==> config.mk <==
export PLATFORM = sky130hd
export DESIGN_NAME = sr_cmd_sequencer
export DESIGN_NICKNAME = d
export VERILOG_FILES = /design/src/rtl/sr_cmd_pkg.sv /design/src/rtl/sr_cmd_fifo.sv /design/src/rtl/sr_cmd_sequencer.sv
export SDC_FILE = /design/constraint.sdc
export NUM_CORES = 1
export LEC_CHECK = 0
export CORE_AREA = 2 2 39 41
export CTS_CLUSTER_DIAMETER = 30
export DETAILED_ROUTE_END_ITERATION = 8
export DIE_AREA = 0 0 41 43
export SLEW_MARGIN = 5
export SYNTH_ARGS = -nofsm -noshare
export SYNTH_HDL_FRONTEND = slang
export SYNTH_SLANG_ARGS = --single-unit
==> constraint.sdc <==
create_clock -name clk -period 3.8 [get_ports clk]
set_input_delay 0.38 -clock clk [delete_from_list [all_inputs] [get_ports clk]]
set_output_delay 0.38 -clock clk [all_outputs]
set_load 0.02 [all_outputs]
==> src/rtl/sr_cmd_pkg.sv <==
// sr_cmd_pkg -- shared types and constants for the SR command sequencer.
//   op_e        : command opcodes (NOP, CLR, SET, TOGGLE)
//   state_e     : sequencer FSM states (IDLE, DRIVE, GAP)
//   FIFO_DEPTH  : depth of the optional command FIFO
//   CNT_W       : width of the hold/gap counter
//   resolve_set : turns an opcode plus the fed-back q into a set/clear decision
package sr_cmd_pkg;

    localparam int FIFO_DEPTH = 4;
    localparam int PTR_W      = 2;
    localparam int CNT_W      = 4;

    typedef enum logic [1:0] {
        OP_NOP    = 2'b00,
        OP_CLR    = 2'b01,
        OP_SET    = 2'b10,
        OP_TOGGLE = 2'b11
    } op_e;

    typedef enum logic [1:0] {
        ST_IDLE  = 2'b00,
        ST_DRIVE = 2'b01,
        ST_GAP   = 2'b10
    } state_e;

    // 1 = drive s, 0 = drive r. TOGGLE inverts the current flip-flop state.
    function automatic logic resolve_set(input op_e op, input logic q);
        logic set_v;
        case (op)
            OP_SET:    set_v = 1'b1;
            OP_CLR:    set_v = 1'b0;
            OP_TOGGLE: set_v = ~q;
            default:   set_v = 1'b0;
        endcase
        return set_v;
    endfunction

endpackage

==> src/rtl/sr_cmd_fifo.sv <==
// sr_cmd_fifo -- 4-entry x 2-bit command FIFO with registered full/empty.
// Only instantiated by sr_cmd_sequencer when SR_CMD_FIFO_EN is defined.
// Ports:
//   clk, reset        : clock, synchronous active-low reset
//   push, push_op     : write request and opcode (ignored when full)
//   pop               : read request (ignored when empty)
//   head_op           : opcode at the read pointer
//   full, empty       : registered occupancy flags
module sr_cmd_fifo
    import sr_cmd_pkg::*;
(
    input  logic clk,
    input  logic reset,
    input  logic push,
    input  op_e  push_op,
    input  logic pop,
    output op_e  head_op,
    output logic full,
    output logic empty
);

    localparam logic [PTR_W:0] DEPTH_C = (PTR_W+1)'(FIFO_DEPTH);
    localparam logic [PTR_W:0] ONE_C   = (PTR_W+1)'(1);

    logic [PTR_W-1:0] wr_ptr_r;
    logic [PTR_W-1:0] rd_ptr_r;
    logic [PTR_W:0]   count_r;
    logic [PTR_W:0]   count_next_s;
    op_e              mem_r [FIFO_DEPTH];
    logic             push_ok_s;
    logic             pop_ok_s;

    assign push_ok_s = push && !full;
    assign pop_ok_s  = pop && !empty;
    assign head_op   = mem_r[rd_ptr_r];

    // Occupancy after this edge, used to register full/empty.
    always_comb begin
        count_next_s = count_r;
        case ({push_ok_s, pop_ok_s})
            2'b10:   count_next_s = count_r + ONE_C;
            2'b01:   count_next_s = count_r - ONE_C;
            default: count_next_s = count_r;
        endcase
    end

    // Storage, pointers (wrap naturally at 2 bits) and flags.
    always_ff @(posedge clk) begin
        if (!reset) begin
            wr_ptr_r <= {PTR_W{1'b0}};
            rd_ptr_r <= {PTR_W{1'b0}};
            count_r  <= {(PTR_W+1){1'b0}};
            full     <= 1'b0;
            empty    <= 1'b1;
            for (int i = 0; i < FIFO_DEPTH; i++) begin
                mem_r[i] <= OP_NOP;
            end
        end else begin
            if (push_ok_s) begin
                mem_r[wr_ptr_r] <= push_op;
                wr_ptr_r        <= wr_ptr_r + PTR_W'(1);
            end
            if (pop_ok_s) begin
                rd_ptr_r <= rd_ptr_r + PTR_W'(1);
            end
            count_r <= count_next_s;
            full    <= (count_next_s == DEPTH_C);
            empty   <= (count_next_s == {(PTR_W+1){1'b0}});
        end
    end

endmodule

==> src/rtl/sr_cmd_sequencer.sv <==
// sr_cmd_sequencer -- turns SET/CLR/TOGGLE/NOP commands into timed s/r
// pulses for a downstream SR flip-flop, with a hold phase and a gap phase.
// Optional macro SR_CMD_FIFO_EN adds a 4-entry command FIFO in front of the FSM.
// Parameters: HOLD_CYCLES (1..15) drive length, GAP_CYCLES (0..15) idle gap.
// Ports:
//   clk, reset          : clock, synchronous active-low reset
//   cmd_valid, cmd_op   : command handshake input and opcode
//   cmd_ready           : command accepted when cmd_valid && cmd_ready at an edge
//   q_fb                : q fed back from the flip-flop (TOGGLE resolution)
//   s, r                : registered set / reset drives, never both high
//   busy                : FSM not idle or a command queued
//   done                : one-cycle pulse per completed command
module sr_cmd_sequencer
    import sr_cmd_pkg::*;
#(
    parameter int HOLD_CYCLES = 2,
    parameter int GAP_CYCLES  = 1
) (
    input  logic       clk,
    input  logic       reset,
    input  logic       cmd_valid,
    input  logic [1:0] cmd_op,
    output logic       cmd_ready,
    input  logic       q_fb,
    output logic       s,
    output logic       r,
    output logic       busy,
    output logic       done
);

    // Counter load values: the counter runs N-1 .. 0, so the phase lasts N cycles.
    localparam logic [CNT_W-1:0] HOLD_LD = CNT_W'(HOLD_CYCLES - 1);
    localparam logic [CNT_W-1:0] GAP_LD  = (GAP_CYCLES > 0) ? CNT_W'(GAP_CYCLES - 1)
                                                            : {CNT_W{1'b0}};
    localparam logic [CNT_W-1:0] CNT_ONE = CNT_W'(1);

    state_e           state_r;
    logic [CNT_W-1:0] cnt_r;
    logic             idle_r;      // mirrors state_r==ST_IDLE but held 0 in reset
    logic             dispatch_s;
    op_e              disp_op_s;
    logic             queued_s;
    logic             set_s;

`ifdef SR_CMD_FIFO_EN
    logic run_r;
    logic push_s;
    logic pop_s;
    op_e  head_op_s;
    logic fifo_full_s;
    logic fifo_empty_s;

    // Holds cmd_ready low while in reset; FIFO full gates it otherwise.
    always_ff @(posedge clk) begin
        if (!reset) begin
            run_r <= 1'b0;
        end else begin
            run_r <= 1'b1;
        end
    end

    // full is a register, so a pop cannot open a slot for a push in the same cycle.
    assign cmd_ready  = run_r && !fifo_full_s;
    assign push_s     = cmd_valid && cmd_ready;
    // empty is registered, so a push into an empty FIFO dispatches one edge later.
    assign pop_s      = idle_r && !fifo_empty_s;
    assign dispatch_s = pop_s;
    assign disp_op_s  = head_op_s;
    assign queued_s   = !fifo_empty_s;

    sr_cmd_fifo u_fifo (
        .clk     (clk),
        .reset   (reset),
        .push    (push_s),
        .push_op (op_e'(cmd_op)),
        .pop     (pop_s),
        .head_op (head_op_s),
        .full    (fifo_full_s),
        .empty   (fifo_empty_s)
    );
`else
    assign cmd_ready  = idle_r;
    assign dispatch_s = cmd_valid && idle_r;
    assign disp_op_s  = op_e'(cmd_op);
    assign queued_s   = 1'b0;
`endif

    // TOGGLE is resolved against q_fb at the dispatch edge only.
    assign set_s = resolve_set(disp_op_s, q_fb);
    assign busy  = (state_r != ST_IDLE) || queued_s;

    // Sequencer FSM with hold/gap counter and registered s/r/done/idle.
    always_ff @(posedge clk) begin
        if (!reset) begin
            state_r <= ST_IDLE;
            cnt_r   <= {CNT_W{1'b0}};
            s       <= 1'b0;
            r       <= 1'b0;
            done    <= 1'b0;
            idle_r  <= 1'b0;
        end else begin
            done <= 1'b0;
            case (state_r)
                ST_IDLE: begin
                    cnt_r <= {CNT_W{1'b0}};
                    if (dispatch_s && (disp_op_s == OP_NOP)) begin
                        done   <= 1'b1;
                        idle_r <= 1'b1;
                    end else if (dispatch_s) begin
                        state_r <= ST_DRIVE;
                        cnt_r   <= HOLD_LD;
                        s       <= set_s;
                        r       <= ~set_s;
                        idle_r  <= 1'b0;
                    end else begin
                        idle_r <= 1'b1;
                    end
                end
                ST_DRIVE: begin
                    if (cnt_r == {CNT_W{1'b0}}) begin
                        s    <= 1'b0;
                        r    <= 1'b0;
                        done <= 1'b1;
                        if (GAP_CYCLES == 0) begin
                            state_r <= ST_IDLE;
                            idle_r  <= 1'b1;
                        end else begin
                            state_r <= ST_GAP;
                            cnt_r   <= GAP_LD;
                        end
                    end else begin
                        cnt_r <= cnt_r - CNT_ONE;
                    end
                end
                ST_GAP: begin
                    if (cnt_r == {CNT_W{1'b0}}) begin
                        state_r <= ST_IDLE;
                        idle_r  <= 1'b1;
                    end else begin
                        cnt_r <= cnt_r - CNT_ONE;
                    end
                end
                default: begin
                    state_r <= ST_IDLE;
                    cnt_r   <= {CNT_W{1'b0}};
                    s       <= 1'b0;
                    r       <= 1'b0;
                    idle_r  <= 1'b0;
                end
            endcase
        end
    end

endmodule

==> results.json <==
{
  "status": "finished, final reports clean",
  "grt_pass1_wl_microns": 1840,
  "final_cell_mix": "dfxtp_1 (10), clkdlybuf4s50_1 (10), nand2_1 (6), inv_1 (5), a21oi_1 (5)",
  "io_buffer_count": 10,
  "power_frac_clock_pct": 39.4,
  "dp_cells": 82,
  "drive_gt1_share_pct": 11.4,
  "ys_ff_latch": 10,
  "post_cts_buffers": 0,
  "holdWs_ns": 0.491,
  "core_sq_mm": 0.00138,
  "initial_core_util_pct": 36.6,
  "dieArea_sq_mm": 0.00176,
  "yosys_most_used_dff": "dfxtp_1",
  "num_rows": 14,
  "start_kind": "flip-flop",
  "grt_pass1_vias": 423,
  "cp.required_ns": 3.42,
  "final_nets": 79,
  "clkLatencyLatePin_ns": 0.27,
  "p_leak_nw": 0.246,
  "async_flop_share_pct": 0,
  "netlist_instances": 57,
  "die_height_microns": 43,
  "worstPathMaxFanout": 8,
  "hold_buffers": 0,
  "slowest_stage": "clkdlybuf4s50_1",
  "p_int_w": 0.000186,
  "syn-num-nets": 65,
  "period_needed_ns": 1.91,
  "fin_cells": 86,
  "grt_usage_pct": 15.2,
  "path_buf_inv": 1,
  "wirelength_microns": 1060,
  "antenna_left": 0,
  "drt_iter0_drc": 4,
  "io-pin-count": 11,
  "p_sw_w": 0.0000602,
  "routabilityCongestion": 0.811,
  "crit_type": "reg2out",
  "slowest_delay_ns": 0.54,
  "worst_slew_pin_slew_ns": 0.598,
  "ys_types": 29,
  "crit_chain": "or2_2, clkdlybuf4s50_1",
  "vdd_ir_drop_max_uv": 189,
  "swShare_pct": 24.5,
  "syn2layout_area_growth_pct": 29.9,
  "power_frac_comb_pct": 14.7,
  "ys.warnings.count": 0,
  "fmax_ghz": 0.523,
  "die_w_microns": 41,
  "syn_area_sq_um": 507,
  "synth-edff-count": 0,
  "setup_viol": 0,
  "cp.arrival_ns": 1.53,
  "synth_top_area_share_pct": 39.5,
  "clk_path_buf_depth": 2,
  "clock-sinks": 10,
  "cts_tree": "done",
  "cts_resized": 0,
  "seq_area_frac_synth_pct": 39.5,
  "h-tree-depth": 1,
  "grt_overflow_total": 0,
  "antenna_found_initial": 0,
  "wire_per_inst_microns": 12.3,
  "num_antenna_cells": 0,
  "ys_top_cells_by_area": "dfxtp_1 (40%), a21oi_1 (4.9%), ha_1 (4.9%), nand2_1 (4.4%), o211ai_1 (4.4%)",
  "hold_viol": 0,
  "syn_avg_cell_area_sq_um": 8.89,
  "cap_violations": 0,
  "relSlewSlack_pct": 60.1,
  "cts_made_buffers": 3,
  "critical_path.top_delay_family": "buffers and inverters",
  "utilization_pct": 47.6,
  "grt_max_degree": 10,
  "finClkSkew_ns": 0.0100,
  "end_kind": "output pin",
  "hold_class": "reg2reg",
  "route.detailed.drc": 0,
  "drv_slew": 0,
  "fin_crit_sh_pct": 50.3,
  "fin_tns_setup_ns": 0,
  "pwr-share-seq_pct": 45.8,
  "vias": 456,
  "power.density_mw_per_mm2": 374,
  "first_pass_iters": 4,
  "cts_root_buf": "clkbuf_4",
  "rsz0062_at_grt": "false",
  "synth_top_cell_by_area": "dfxtp_1",
  "avgViaCountPerCell": 5.30,
  "place_hpwl_microns": 768,
  "cts.clk_slew.worst_paths_ns": 0.08
}
worst register-to-register path, cell delays in order, from the launching register on:
cell     delay [ns]
dfxtp_1        0.33
inv_1          0.10
ha_1           0.17
nor3b_1        0.51
nand2_1        0.11
a32o_1         0.25
power by group through the flow:
stage	sequential [W]	combinational (W)	clock [W]
floorplan	0.000117	0.0000180	0
global placement	0.000115	0.0000363	0
detailed placement	0.000115	0.0000360	0
CTS	0.000113	0.0000363	0.0000983
global route	0.000113	0.0000402	0.000103
finish	0.000113	0.0000362	0.0000970
cells in the mapped netlist, types with 2 or more instances:
master / instances
nor2_1: 3
nand2_1: 6
a21oi_1: 5
dfxtp_1: 10
o211ai_1: 3
xnor2_1: 2
inv_1: 5
ha_1: 2
flip-flops by register name (all words and copies together) (netlist names):
name and count:
s 1, done 1, cmd_ready 1, cnt_r 4, state_r 2, r 1
final cells by class:
type                    count  area (sq um)
clock buffers               4          36.3
fillers                   137           726
inverters                   5          18.8
multi-input cells          41           283
flip-flops and latches     10           200
well taps                  16          20.0
repair buffers             10           100
cell families (layout without fill, tap and decap cells):
family / after synthesis / after routing / share of synthesized area [%]
AO/OA/AOI/OAI: 15 / 15 / 21.2
adder cells (fa/ha/maj): 2 / 2 / 4.94
buffers and inverters: 6 / 19 / 4.69
AND/OR/NAND/NOR: 22 / 22 / 26.2
XOR/XNOR: 2 / 2 / 3.46
flip-flops: 10 / 10 / 39.5
metal layers:
layer	GRT usage [%]	up-vias	wire length [microns]
li1	-	233	-
met1	22.7	210	551
met2	19.7	11	457
met3	6.28	2	42
met4	4.00	0	10
met5	0	-	0
metrics by stage:
step	cell area (sq um)	power [W]	setup WS, ns
finish	658	0.000246	1.89
global route	658	0.000257	1.82
CTS	658	0.000247	1.88
detailed placement	622	0.000151	2.13
global placement	622	0.000151	2.16
floorplan	507	0.000135	2.39
final timing paths:
path	from	end	slack, ns	cells past startpoint
min reg2reg	cnt_r[1]	cnt_r[1]	0.49	2
max	state_r[1]	busy	1.89	2
min	cnt_r[1]	cnt_r[1]	0.49	2
max reg2reg	cnt_r[0]	s	2.23	5
Power figures use the tool's default switching activity.
